**src/rtl/if_fetch_unit.sv**
```systemverilog
// Instruction fetch stage: four big-endian byte reads per 32-bit instruction, valid/ready to ID.
// Define IF_QUEUE_EN to add a 2-entry instruction FIFO that lets fetch run ahead of ID.
module if_fetch_unit #(
    parameter int unsigned     PC_L     = 32,
    parameter int unsigned     MADDR_L  = 32,
    parameter int unsigned     INST_L   = 32,
    parameter logic [PC_L-1:0] RESET_PC = '0
) (
    input  logic               clk,
    input  logic               rst_n,
    output logic               mem_req_o,
    output logic [MADDR_L-1:0] mem_addr_o,
    input  logic               mem_ack_i,
    input  logic [7:0]         mem_data_i,
    input  logic               redirect_i,
    input  logic [PC_L-1:0]    redirect_pc_i,
    output logic               inst_valid_o,
    input  logic               inst_ready_i,
    output logic [INST_L-1:0]  inst_o,
    output logic [PC_L-1:0]    inst_pc_o,
    output logic               busy_o
);
    typedef enum logic [0:0] {StFetch, StHold} state_e;

    state_e              state_q, state_d;
    logic [PC_L-1:0]     pc_q, pc_d;
    logic [1:0]          cnt_q, cnt_d;
    logic [INST_L-9:0]   asm_q, asm_d;
    logic                run_q;
    logic                ack_ok;
    logic                last_ack;
    logic [INST_L-1:0]   fetched_word;
    logic [PC_L-1:0]     redirect_pc_al;

    // run_q holds mem_req low until the first edge after reset release.
    assign mem_req_o      = run_q && (state_q == StFetch);
    assign busy_o         = mem_req_o;
    assign mem_addr_o     = pc_q[MADDR_L-1:0] + MADDR_L'(cnt_q);
    assign ack_ok         = mem_req_o && mem_ack_i && !redirect_i;
    assign last_ack       = ack_ok && (cnt_q == 2'd3);
    assign fetched_word   = {asm_q, mem_data_i};
    assign redirect_pc_al = redirect_pc_i & ~PC_L'(3);

    // Bytes shift in from the right, so the first byte ends up in the top lane.
    always_comb begin
        cnt_d = cnt_q;
        asm_d = asm_q;
        if (redirect_i) begin
            cnt_d = '0;
        end else if (ack_ok) begin
            cnt_d = cnt_q + 2'd1;
            asm_d = {asm_q[INST_L-17:0], mem_data_i};
        end
    end

    always_ff @(posedge clk or negedge rst_n) begin
        if (!rst_n) begin
            state_q <= StFetch;
            pc_q    <= RESET_PC;
            cnt_q   <= '0;
            asm_q   <= '0;
            run_q   <= 1'b0;
        end else begin
            state_q <= state_d;
            pc_q    <= pc_d;
            cnt_q   <= cnt_d;
            asm_q   <= asm_d;
            run_q   <= 1'b1;
        end
    end

`ifdef IF_QUEUE_EN
    logic [1:0]        count_q, count_d;
    logic              rd_q, rd_d;
    logic              wr_idx, push, pop;
    logic [INST_L-1:0] e0_inst_q, e0_inst_d, e1_inst_q, e1_inst_d;
    logic [PC_L-1:0]   e0_pc_q, e0_pc_d, e1_pc_q, e1_pc_d;

    assign push         = last_ack;
    assign pop          = (count_q != 2'd0) && inst_ready_i;
    assign wr_idx       = rd_q ^ count_q[0];
    assign inst_valid_o = (count_q != 2'd0);
    assign inst_o       = rd_q ? e1_inst_q : e0_inst_q;
    assign inst_pc_o    = rd_q ? e1_pc_q : e0_pc_q;

    always_comb begin
        state_d   = state_q;
        pc_d      = pc_q;
        count_d   = count_q;
        rd_d      = rd_q;
        e0_inst_d = e0_inst_q;
        e1_inst_d = e1_inst_q;
        e0_pc_d   = e0_pc_q;
        e1_pc_d   = e1_pc_q;
        if (redirect_i) begin
            state_d = StFetch;
            pc_d    = redirect_pc_al;
            count_d = '0;
            rd_d    = 1'b0;
        end else begin
            if (pop) begin
                rd_d    = ~rd_q;
                count_d = count_d - 2'd1;
            end
            if (push) begin
                if (wr_idx) begin
                    e1_inst_d = fetched_word;
                    e1_pc_d   = pc_q;
                end else begin
                    e0_inst_d = fetched_word;
                    e0_pc_d   = pc_q;
                end
                count_d = count_d + 2'd1;
                pc_d    = pc_q + PC_L'(4);
            end
            unique case (state_q)
                StFetch: if (push && count_d == 2'd2) state_d = StHold;
                StHold:  if (pop) state_d = StFetch;
                default: ;
            endcase
        end
    end

    always_ff @(posedge clk or negedge rst_n) begin
        if (!rst_n) begin
            count_q   <= '0;
            rd_q      <= 1'b0;
            e0_inst_q <= '0;
            e1_inst_q <= '0;
            e0_pc_q   <= '0;
            e1_pc_q   <= '0;
        end else begin
            count_q   <= count_d;
            rd_q      <= rd_d;
            e0_inst_q <= e0_inst_d;
            e1_inst_q <= e1_inst_d;
            e0_pc_q   <= e0_pc_d;
            e1_pc_q   <= e1_pc_d;
        end
    end
`else
    logic              valid_q, valid_d;
    logic [INST_L-1:0] inst_q, inst_d;
    logic [PC_L-1:0]   ipc_q, ipc_d;

    assign inst_valid_o = valid_q;
    assign inst_o       = inst_q;
    assign inst_pc_o    = ipc_q;

    // Redirect wins over a same-cycle handshake: the instruction is consumed, no pc+4.
    always_comb begin
        state_d = state_q;
        pc_d    = pc_q;
        valid_d = valid_q;
        inst_d  = inst_q;
        ipc_d   = ipc_q;
        if (redirect_i) begin
            state_d = StFetch;
            pc_d    = redirect_pc_al;
            valid_d = 1'b0;
        end else begin
            unique case (state_q)
                StFetch: begin
                    if (last_ack) begin
                        inst_d  = fetched_word;
                        ipc_d   = pc_q;
                        valid_d = 1'b1;
                        state_d = StHold;
                    end
                end
                StHold: begin
                    if (valid_q && inst_ready_i) begin
                        pc_d    = pc_q + PC_L'(4);
                        valid_d = 1'b0;
                        state_d = StFetch;
                    end
                end
                default: ;
            endcase
        end
    end

    always_ff @(posedge clk or negedge rst_n) begin
        if (!rst_n) begin
            valid_q <= 1'b0;
            inst_q  <= '0;
            ipc_q   <= '0;
        end else begin
            valid_q <= valid_d;
            inst_q  <= inst_d;
            ipc_q   <= ipc_d;
        end
    end
`endif

endmodule

```
**config.mk**
```make
export PLATFORM = sky130hd
export DESIGN_NAME = if_fetch_unit
export DESIGN_NICKNAME = d
export VERILOG_FILES = /design/src/rtl/if_fetch_unit.sv
export SDC_FILE = /design/constraint.sdc
export NUM_CORES = 1
export LEC_CHECK = 0
export CAP_MARGIN = 30
export CORE_MARGIN = 1
export CORE_UTILIZATION = 40
export CTS_BUF_LIST = sky130_fd_sc_hd__clkbuf_8 sky130_fd_sc_hd__clkbuf_16
export CTS_CLUSTER_DIAMETER = 150
export DETAILED_ROUTE_END_ITERATION = 8
export PLACE_DENSITY = 0.67
export SETUP_SLACK_MARGIN = 0.2
export SLEW_MARGIN = 20
export SYNTH_ARGS = -nofsm -noshare
export SYNTH_HDL_FRONTEND = slang
export SYNTH_SLANG_ARGS = --single-unit
```
**constraint.sdc**
```tcl
create_clock -name clk -period 4.9 [get_ports clk]
set_clock_uncertainty 0.15 [all_clocks]
set_input_delay 0.49 -clock clk [delete_from_list [all_inputs] [get_ports clk]]
set_output_delay 0.49 -clock clk [all_outputs]
set_load 0.01 [all_outputs]
```
# Word-level counts from Yosys, hierarchy flattened
# Index checks and enable logic that the tools add are counted.
[classes] n_reduce_logical=13 n_mux=13 eq_ne=3 add_sub_neg=3 n_bitwise=2
[op_table] operator="32-bit two-way mux" count=3
[op_table] operator="32-bit by 2-bit adder with 32-bit output" count=1
[op_table] operator="32-bit by 3-bit adder with 32-bit output (second input constant)" count=1
[op_table] operator="1-bit two-way mux" count=6
[op_table] operator="2-bit AND reduction" count=3
[op_table] operator="2-bit nonzero test" count=3
[op_table] operator="1-bit logical AND" count=5
[op_table] operator="2-bit two-way mux" count=2
[op_table] operator="1-bit case mux with 2 select lines" count=2
[op_table] operator="3-bit by 2-bit != test with 1-bit output (second input constant)" count=1
[op_table] operator="3-bit != test (second input constant)" count=1
[op_table] operator="3-bit AND reduction" count=1
[op_table] operator="2-bit by 1-bit adder with 2-bit output (second input constant)" count=1
[op_table] operator="2-bit == test (second input constant)" count=1
[op_table] operator="1-bit inverter" count=2
[op_table] operator="1-bit logical NOT" count=1
[word_totals] regBits=125

# Logic depth before layout (Yosys ltp)
# Gate-level depths: netlist of the first run.
[depth] ltp_word=8 depth_mapped=6

# Worst setup path before layout of the first run
# OpenSTA, ideal clock, no wires.
[synth_path] path_kind="register to register" from="register valid_q, in the netlist inst_valid_o" to="register pc_q[17]" stages_incl_launch_ff=6 t_required_ns=4.681 setup_ns=0.069 slack_ns=2.908 n_path_buf=1 synth_period_minus_slack_ns=1.992 t_arrival_ns=1.773 cell_sequence="dfrtp_1 -> nand3_2 -> or4_4 -> buf_6 -> or4_1 -> nand3_1"
[synth_between] elab_chain_len=3
[synth_lines] element="start: declaration" line="142" rtl="logic valid_q, valid_d;"
[synth_lines] element="start signal: assignment" line="189" rtl="valid_q <= valid_d;"
[synth_lines] element="1-bit logical AND" line="172" rtl="if (valid_q && inst_ready_i) begin"
[synth_lines] element="2-bit nonzero test (no source line)"
[synth_lines] element="2-bit AND reduction (no source line)"
[synth_lines] element="end signal: assignment" line="65" rtl="pc_q <= pc_d;"
[synth_lines] element="end: declaration" line="26" rtl="logic [PC_L-1:0] pc_q, pc_d;"
# Every way passes these cells.
# A chain may end at the register's enable or synchronous reset.

# Final worst setup path of the first run
[layout_path] from="input inst_ready_i" to="register pc_q[30]"
[layout_between] elab_chain_len=3
[layout_lines] element="start: declaration" line="18" rtl="input logic inst_ready_i,"
[layout_lines] element="1-bit logical AND" line="172"
[layout_lines] element="2-bit nonzero test (no source line)"
[layout_lines] element="2-bit AND reduction (no source line)"
# Every way passes these cells.

==> key figures, run 1 <==
Route
  • DR iter-0 viols: 166
  • Post-route DRC: 0
  • Drt first pass iters: 4
  • Vias/cell: 5.18
  • WL per Instance: 16.2 um
  • Post-route ant nets: 0
  • Via count: 3,865
  • Drt total wl: 12,100 um

Clock tree
  • Post-CTS Setup Inserts: 0
  • Post-CTS Resized: 0
  • CTS sink count: 121
  • Skew-Pair Late Insertion Delay: 0.41 ns
  • Max clock buf depth: 2
  • CTS tree: built
  • Clk slew on worst S/H paths: 0.05 ns
  • Htree depth: 4
  • CTS buffer count: 17
  • Hold_buf cts: 0
  • Root buf cell: clkbuf_16

Cells and area
  • Ant. Diodes: 0
  • Share of cells above drive strength 1: 23.2%
  • Final instance area: 0.00745 mm2
  • Layout Utilization: 56.5%
  • Fin cells: between 700 and 800
  • Area Overhead vs Synth: 38.6%
  • Total Nets Final: 604

Placed design
  • Placed Cells: 714
  • # port buffers: 139
  • Final Wtd Congestion: 0.760
  • Hpwl dp: around 8200 um
  • Placed Instance Area: 0.00677 mm2

Critical path
  • CP Data Arrival Time: 2.83 ns
  • Slowest stage cell, crit path: or4b_2
  • Endpoint class of the critical path: flop
  • Largest stage delay on the critical path: roughly 0.84 ns
  • Cell family with most CP delay: simple AND/OR/NAND/NOR gates
  • Crit-path max FO: 15
  • CP Buf/Inv Count: 1
  • Setup CP Type: in2reg
  • Startpoint types: input port
  • WP data required: between 5 and 6 ns
  • Critical-path cell list: clkdlybuf4s50_1, and4_2, nand4_1, or4b_2, nand3_1

Pwr
  • Tot Pwr: between 0.002 and 0.003 W
  • Power Density: 392 mW/mm2
  • Leakage: 3.25 nW
  • Maximum VDD drop: 0.210 mV

Timing
  • TNS Setup: 0 ns
  • Final worst-path cycle share: 53.8%
  • Slew margin rel.: 42.8%
  • Max Freq: approximately 380 MHz
  • RSZ-0062 raised after global routing: false
  • Max Slew Vio Count: 0
  • Worst slew pin tran: around 0.86 ns
  • Post-route minimum period: 2.64 ns
  • Final hold vios: 0
  • Number of setup violations in the final report: 0

GRT
  • Total congestion overflow: 0
  • Vias in the first global route: 3,972
  • First-pass GRT wire length: 20,000 um
  • Largest net degree at the start of global routing: 66
  • Initial antenna violation count: 0
  • All-layer global routing usage: between 10% and 20%

Synthesis
  • Most common cell in the synthesized netlist: dfrtp_1
  • Most common flop cell mapped by yosys: dfrtp_1
  • Cell Area, Synth: ~0.0054 mm2
  • Count of cell types in the netlist: between 40 and 50
  • Syn Area/Cell: 12.0 um2
  • Mapped Cells: 449
  • Post-synth EDFFs: 0
  • Post-synth top area share: 56.3%
  • Share of flip-flops with an asynchronous set or reset: 100%
  • Synthesis-stage register bit count: between 100 and 150
  • Synth warn: 0
  • Synth area leader: dfrtp_1
  • Sequential fraction of the synthesis area: 56.3%
  • Synth cell count leaders: dfrtp_1, mux2_2, clkbuf_1, nand2_1, nand3_1
  • Synth area leaders: dfrtp_1, mux2_2, clkbuf_1

Floorplanning
  • Chip Height: 118 um
  • # rows: 42
  • Top Ports: 144
  • Die area: 0.0139 mm2
  • Core box area: 0.0132 mm2
  • Die W: 118 um
  • Starting Density: between 40% and 50%

Job
  • Max cap viols: 0

Min path
  • Hold crit path type: in2async

Status
  • Status: finished, final reports clean
[state kept, by name, summed over array words and instances (netlist names)]
register / count
state_q: 1
cnt_q: 2
inst_pc_o: 30
asm_q: 24
run_q: 1
inst_valid_o: 1
pc_q: 30
inst_o: 32
[layout make-up]
type	count	area [um2]
Clock buffer	22	494
Sequential cell	121	3030
Timing Repair Buffer	143	1410
Inverter	6	22.5
Multi-Input combinational cell	268	2090
Tap cell	176	220
Fill cell	1113	5740
Clock inverter	10	188
[logic make-up (layout without fill, tap and decap cells)]
logic type      Yosys count  in the layout  share of synthesized area (%)
compound gates           48             48                           5.86
xor+xnor                  9              9                           1.47
fa+ha+maj                 2              2                          0.465
buf+inv                  61            181                           4.95
flops                   121            121                           56.3
mux                      88             88                           18.4
other cells               2              3                          0.140
simple gates            118            118                           12.4
[per-layer routing]
| layer | routed length (um) | share of wire, % | track usage, % |
|---|---|---|---|
| met5 | 0 | 0 | 0 |
| met4 | 286 | 2.4 | 9.13 |
| met3 | 547 | 4.5 | 4.60 |
| met2 | 5880 | 49 | 29.2 |
| met1 | 5360 | 44 | 23.3 |
[metrics by stage]
step	setup WS, ns	hold slack (ns)
finish	2.26	0.0710
global route	2.11	0.133
CTS	2.27	0.0982
detailed placement	1.86	0.340
global placement	1.92	0.336
floorplan	2.91	0.0444
[final timing paths]
| kind | from | to | slack [ns] | cells past startpoint |
|---|---|---|---|---|
| worst max-delay path | inst_ready_i | pc_q[30] | 2.26 | 5 |
| worst min-delay path | rst_n | inst_pc_o[22] | 0.07 | 2 |
| worst max register to register | pc_q[2] | pc_q[30] | 2.28 | 5 |
| worst min register to register | asm_q[16] | inst_o[24] | 0.35 | 1 |
| max in group asynchronous | rst_n | inst_o[1] | 3.95 | 2 |
| min in group clk | asm_q[16] | inst_o[24] | 0.35 | 1 |
[power by group]
| part | total, W | leakage (nW) | internal, W | switching (W) |
|---|---|---|---|---|
| clock network | 0.00142 | 0.329 | 0.000971 | 0.000446 |
| registers | 0.00119 | 1.57 | 0.00110 | 0.0000891 |
| logic | 0.000314 | 1.36 | 0.000191 | 0.000124 |
| total | 0.00292 | 3.25 | 0.00227 | 0.000659 |
[placed cells by master, fill, tap and decap left out, drive strengths merged, types with 2 or more instances in the layout]
master / n
and3: 6
and4: 5
nor3: 3
nand4: 7
o31ai: 9
a31oi: 9
nor4: 4
dfrtp: 121
clkinvlp: 2
or4: 16
mux2i: 2
ha: 2
conb: 3
o211ai: 7
nand3: 21
a21oi: 2
xor2: 3
a22oi: 4
o21ai: 13
or3: 2
clkbuf: 22
nor2: 13
nand3b: 2
xnor2: 6
clkinv: 4
bufinv: 5
nor2b: 4
mux2: 86
clkdlybuf4s50: 137
buf: 6
nand2: 28
a211o: 2
inv: 5
[worst reg2reg max path: stages, from the launching register on]
cell     delay, ns
dfrtp_1       0.44
ha_1          0.20
and4_2        0.28
nand4_1       0.54
or4b_2        0.85
nand3_1       0.10
(Power assumes the default switching activity.)
==> inputs of run 2 (changes only) <==
PLACE_DENSITY = 0.7   (was 0.67)
clock period = 2.25 ns   (was 4.9 ns; I/O delays follow)
==> key figures, run 2 (synthesis gave the netlist of run 1 again) <==
Floorplanning
  • Top Ports: 144 (unchanged)
  • Die area: 0.0139 mm2 (unchanged)
  • Chip Height: 118 um (unchanged)
  • Starting Density: 40.8% (unchanged)
  • Core box area: 0.0132 mm2 (unchanged)
  • # rows: 42 (unchanged)
  • Die W: 118 um (unchanged)

Timing
  • Post-route minimum period: 2.02 ns
  • Final hold vios: 0 (unchanged)
  • Worst slew pin tran: 0.669 ns (was 0.858 ns)
  • Max Freq: 495 MHz
  • Number of setup violations in the final report: 0 (unchanged)
  • Final worst-path cycle share: 89.7%
  • Setup ws final: 0.232 ns (was 2.26 ns)
  • RSZ-0062 raised after global routing: true (was false)
  • Slew margin rel.: 55.4% (was 42.8%)
  • Max Slew Vio Count: 0 (unchanged)

Min path
  • Worst hold start: redirect_pc_i[4]
  • Hold path cells: 3
  • Hold crit path type: in2reg (was in2async)

Clock tree
  • Htree depth: 4 (unchanged)
  • Skew-Pair Late Insertion Delay: 0.42 ns (was 0.41 ns)
  • Clk slew on worst S/H paths: 0.06 ns (was 0.05 ns)
  • CTS tree: built (unchanged)
  • CTS sink count: 121 (unchanged)
  • CTS buffer count: 17 (unchanged)
  • Max clock buf depth: 2 (unchanged)
  • Root buf cell: clkbuf_16 (unchanged)

Critical path
  • R2r startpoint: pc_q[2] (unchanged)
  • Crit-path max FO: 6 (was 15)
  • Crit Reg-Reg Endpoint: pc_q[26] (was pc_q[30])
  • Worst setup path startpoint: pc_q[2] (was inst_ready_i)
  • Flop2flop setup slack: 0.23 ns (was 2.28 ns)
  • Endpoint class of the critical path: flop (unchanged)
  • Setup CP Type: reg2reg (was in2reg)
  • FF-to-FF path depth: 8 (was 5)
  • CP Buf/Inv Count: 3 (was 1)
  • Critical Path End: pc_q[26] (was pc_q[30])
  • Critical-path cell list: ha_2, and4_4, nand4_1, buf_4, buf_6, buf_4, o31ai_4, a31oi_1 (was clkdlybuf4s50_1, and4_2, nand4_1, or4b_2, nand3_1)
  • Most frequent CP cell: buf_4
  • Slowest stage cell, crit path: dfrtp_1 (was or4b_2)
  • Critical path depth: 8 (was 5)
  • WP data required: 2.39 ns (was 5.10 ns)
  • Cell family with most CP delay: buffers and inverters (was simple AND/OR/NAND/NOR gates)
  • Largest stage delay on the critical path: 0.39 ns (was 0.84 ns)
  • Startpoint types: flop (was input port)
  • CP Data Arrival Time: 2.16 ns (was 2.83 ns)

GRT
  • Largest net degree at the start of global routing: 122 (was 66)
  • Vias in the first global route: 4,169 (was 3,972)
  • Initial antenna violation count: 0 (unchanged)
  • GRT met3 Usage: 5.28% (was 4.60%)
  • Layer with the highest usage: met2 (unchanged)
  • First-pass GRT wire length: 20,600 um (was 20,000 um)
  • Grt met2 use: 30.3% (was 29.2%)
  • Met1 Use GR: 23.0% (was 23.3%)
  • All-layer global routing usage: 19.0% (was 18.4%)
  • Total congestion overflow: 0 (unchanged)

Route
  • Post-route ant nets: 0 (unchanged)
  • Vias/cell: 5.25 (was 5.18)
  • DR iter-0 viols: 190 (was 166)
  • Drt first pass iters: 4 (unchanged)
  • Via count: 4,086 (was 3,865)
  • WL per Instance: 16.5 um (was 16.2 um)
  • Post-route DRC: 0 (unchanged)
  • Drt total wl: 12,800 um (was 12,100 um)

Pwr
  • Leakage: 3.42 nW (was 3.25 nW)
  • Maximum VDD drop: 0.403 mV (was 0.210 mV)
  • Tot Pwr: 0.00614 W (was 0.00292 W)
  • Power Density: 789 mW/mm2 (was 392 mW/mm2)

Cells and area
  • Share of cells above drive strength 1: 29.2% (was 23.2%)
  • Ant. Diodes: 0 (unchanged)
  • Commonest cells after routing, fill and taps aside: clkdlybuf4s50_1, dfrtp_1, mux2_2 (unchanged)
  • Final instance area: 0.00777 mm2 (was 0.00745 mm2)
  • Area Overhead vs Synth: 44.5% (was 38.6%)
  • Total Nets Final: 636 (was 604)
  • Largest register FFs: 32 (unchanged)
  • Most common cell after layout, fill and taps aside: clkdlybuf4s50_1 (unchanged)
  • Fin cells: 778 (was 746)

Placed design
  • Pre-CTS setup slack: -0.0914 ns (was 1.86 ns)
  • # port buffers: 139 (unchanged)
  • Placed Instance Area: 0.00697 mm2 (was 0.00677 mm2)
  • Hpwl dp: 8310 um (was 8180 um)
  • Final Wtd Congestion: 0.813 (was 0.760)
  • Placed Cells: 735 (was 714)

Job
  • Max cap viols: 0 (unchanged)

Status
  • Status: finished, final reports clean (unchanged)
## run 2: report_power, final
part | leakage, nW | total [W] | switching [W] | internal (W)
Sequential | 1.56 | 0.00259 | 0.000183 | 0.00241
Combinational | 1.56 | 0.000755 | 0.000305 | 0.000449
Clock | 0.301 | 0.00279 | 0.000959 | 0.00183
Total | 3.42 | 0.00614 | 0.00145 | 0.00469
## run 2: layout make-up
cell class                 instances  area, um2
fill                            1108       5420
sequential                       121       3030
multi-input combinational        269       2190
timing repair buffer             174       1700
clock buffer                      17        425
tap                              176        220
clock inverter                    15        184
inverter                           6       22.5
## run 2: tightest hold or removal path, delay by kind of cell
family | cells | cell delay (ns)
buffers and inverters | 1 | 0.39
AOI/OAI and AO/OA | 1 | 0.06
and+or+nand+nor | 1 | 0.06
## run 2: how the worst min path moves through the flow
stage | end | slack [ns]
finish | pc_q[4] | 0.22
global route | pc_q[4] | 0.22
CTS | pc_q[20] | 0.20
detailed placement | inst_pc_o[23] | 0.23
global placement | inst_pc_o[23] | 0.22
floorplan | asm_q[0] | -0.22
## run 2: per-stage QoR
step | utilization (%) | setup TNS [ns] | hold slack (ns)
2_1_floorplan | - | 0 | -0.221
3_3_place_gp | 52.8 | -0.0597 | 0.218
3_5_place_dp | 52.8 | -0.302 | 0.230
4_1_cts | 58.0 | 0 | 0.203
5_1_grt | 58.9 | 0 | 0.216
6_report | 58.9 | 0 | 0.220
## run 2: routing by layer
metal | up-vias | part of all wire [%]
met5 | - | 0
met4 | 0 | 3.1
met3 | 30 | 4.3
met2 | 119 | 50
met1 | 2053 | 43
li1 | 1884 | -
## run 2: what timing repair did
| action | in CTS | in global routing |
|---|---|---|
| pin swaps | 3 | 9 |
| hold buffers | 2 | 0 |
| buffers inserted | 5 | 2 |
| gates cloned | 1 | 1 |
| setup endpoints to repair | 7 | 13 |
| gates resized for setup | 8 | 23 |
| hold endpoints to repair | 123 | 0 |
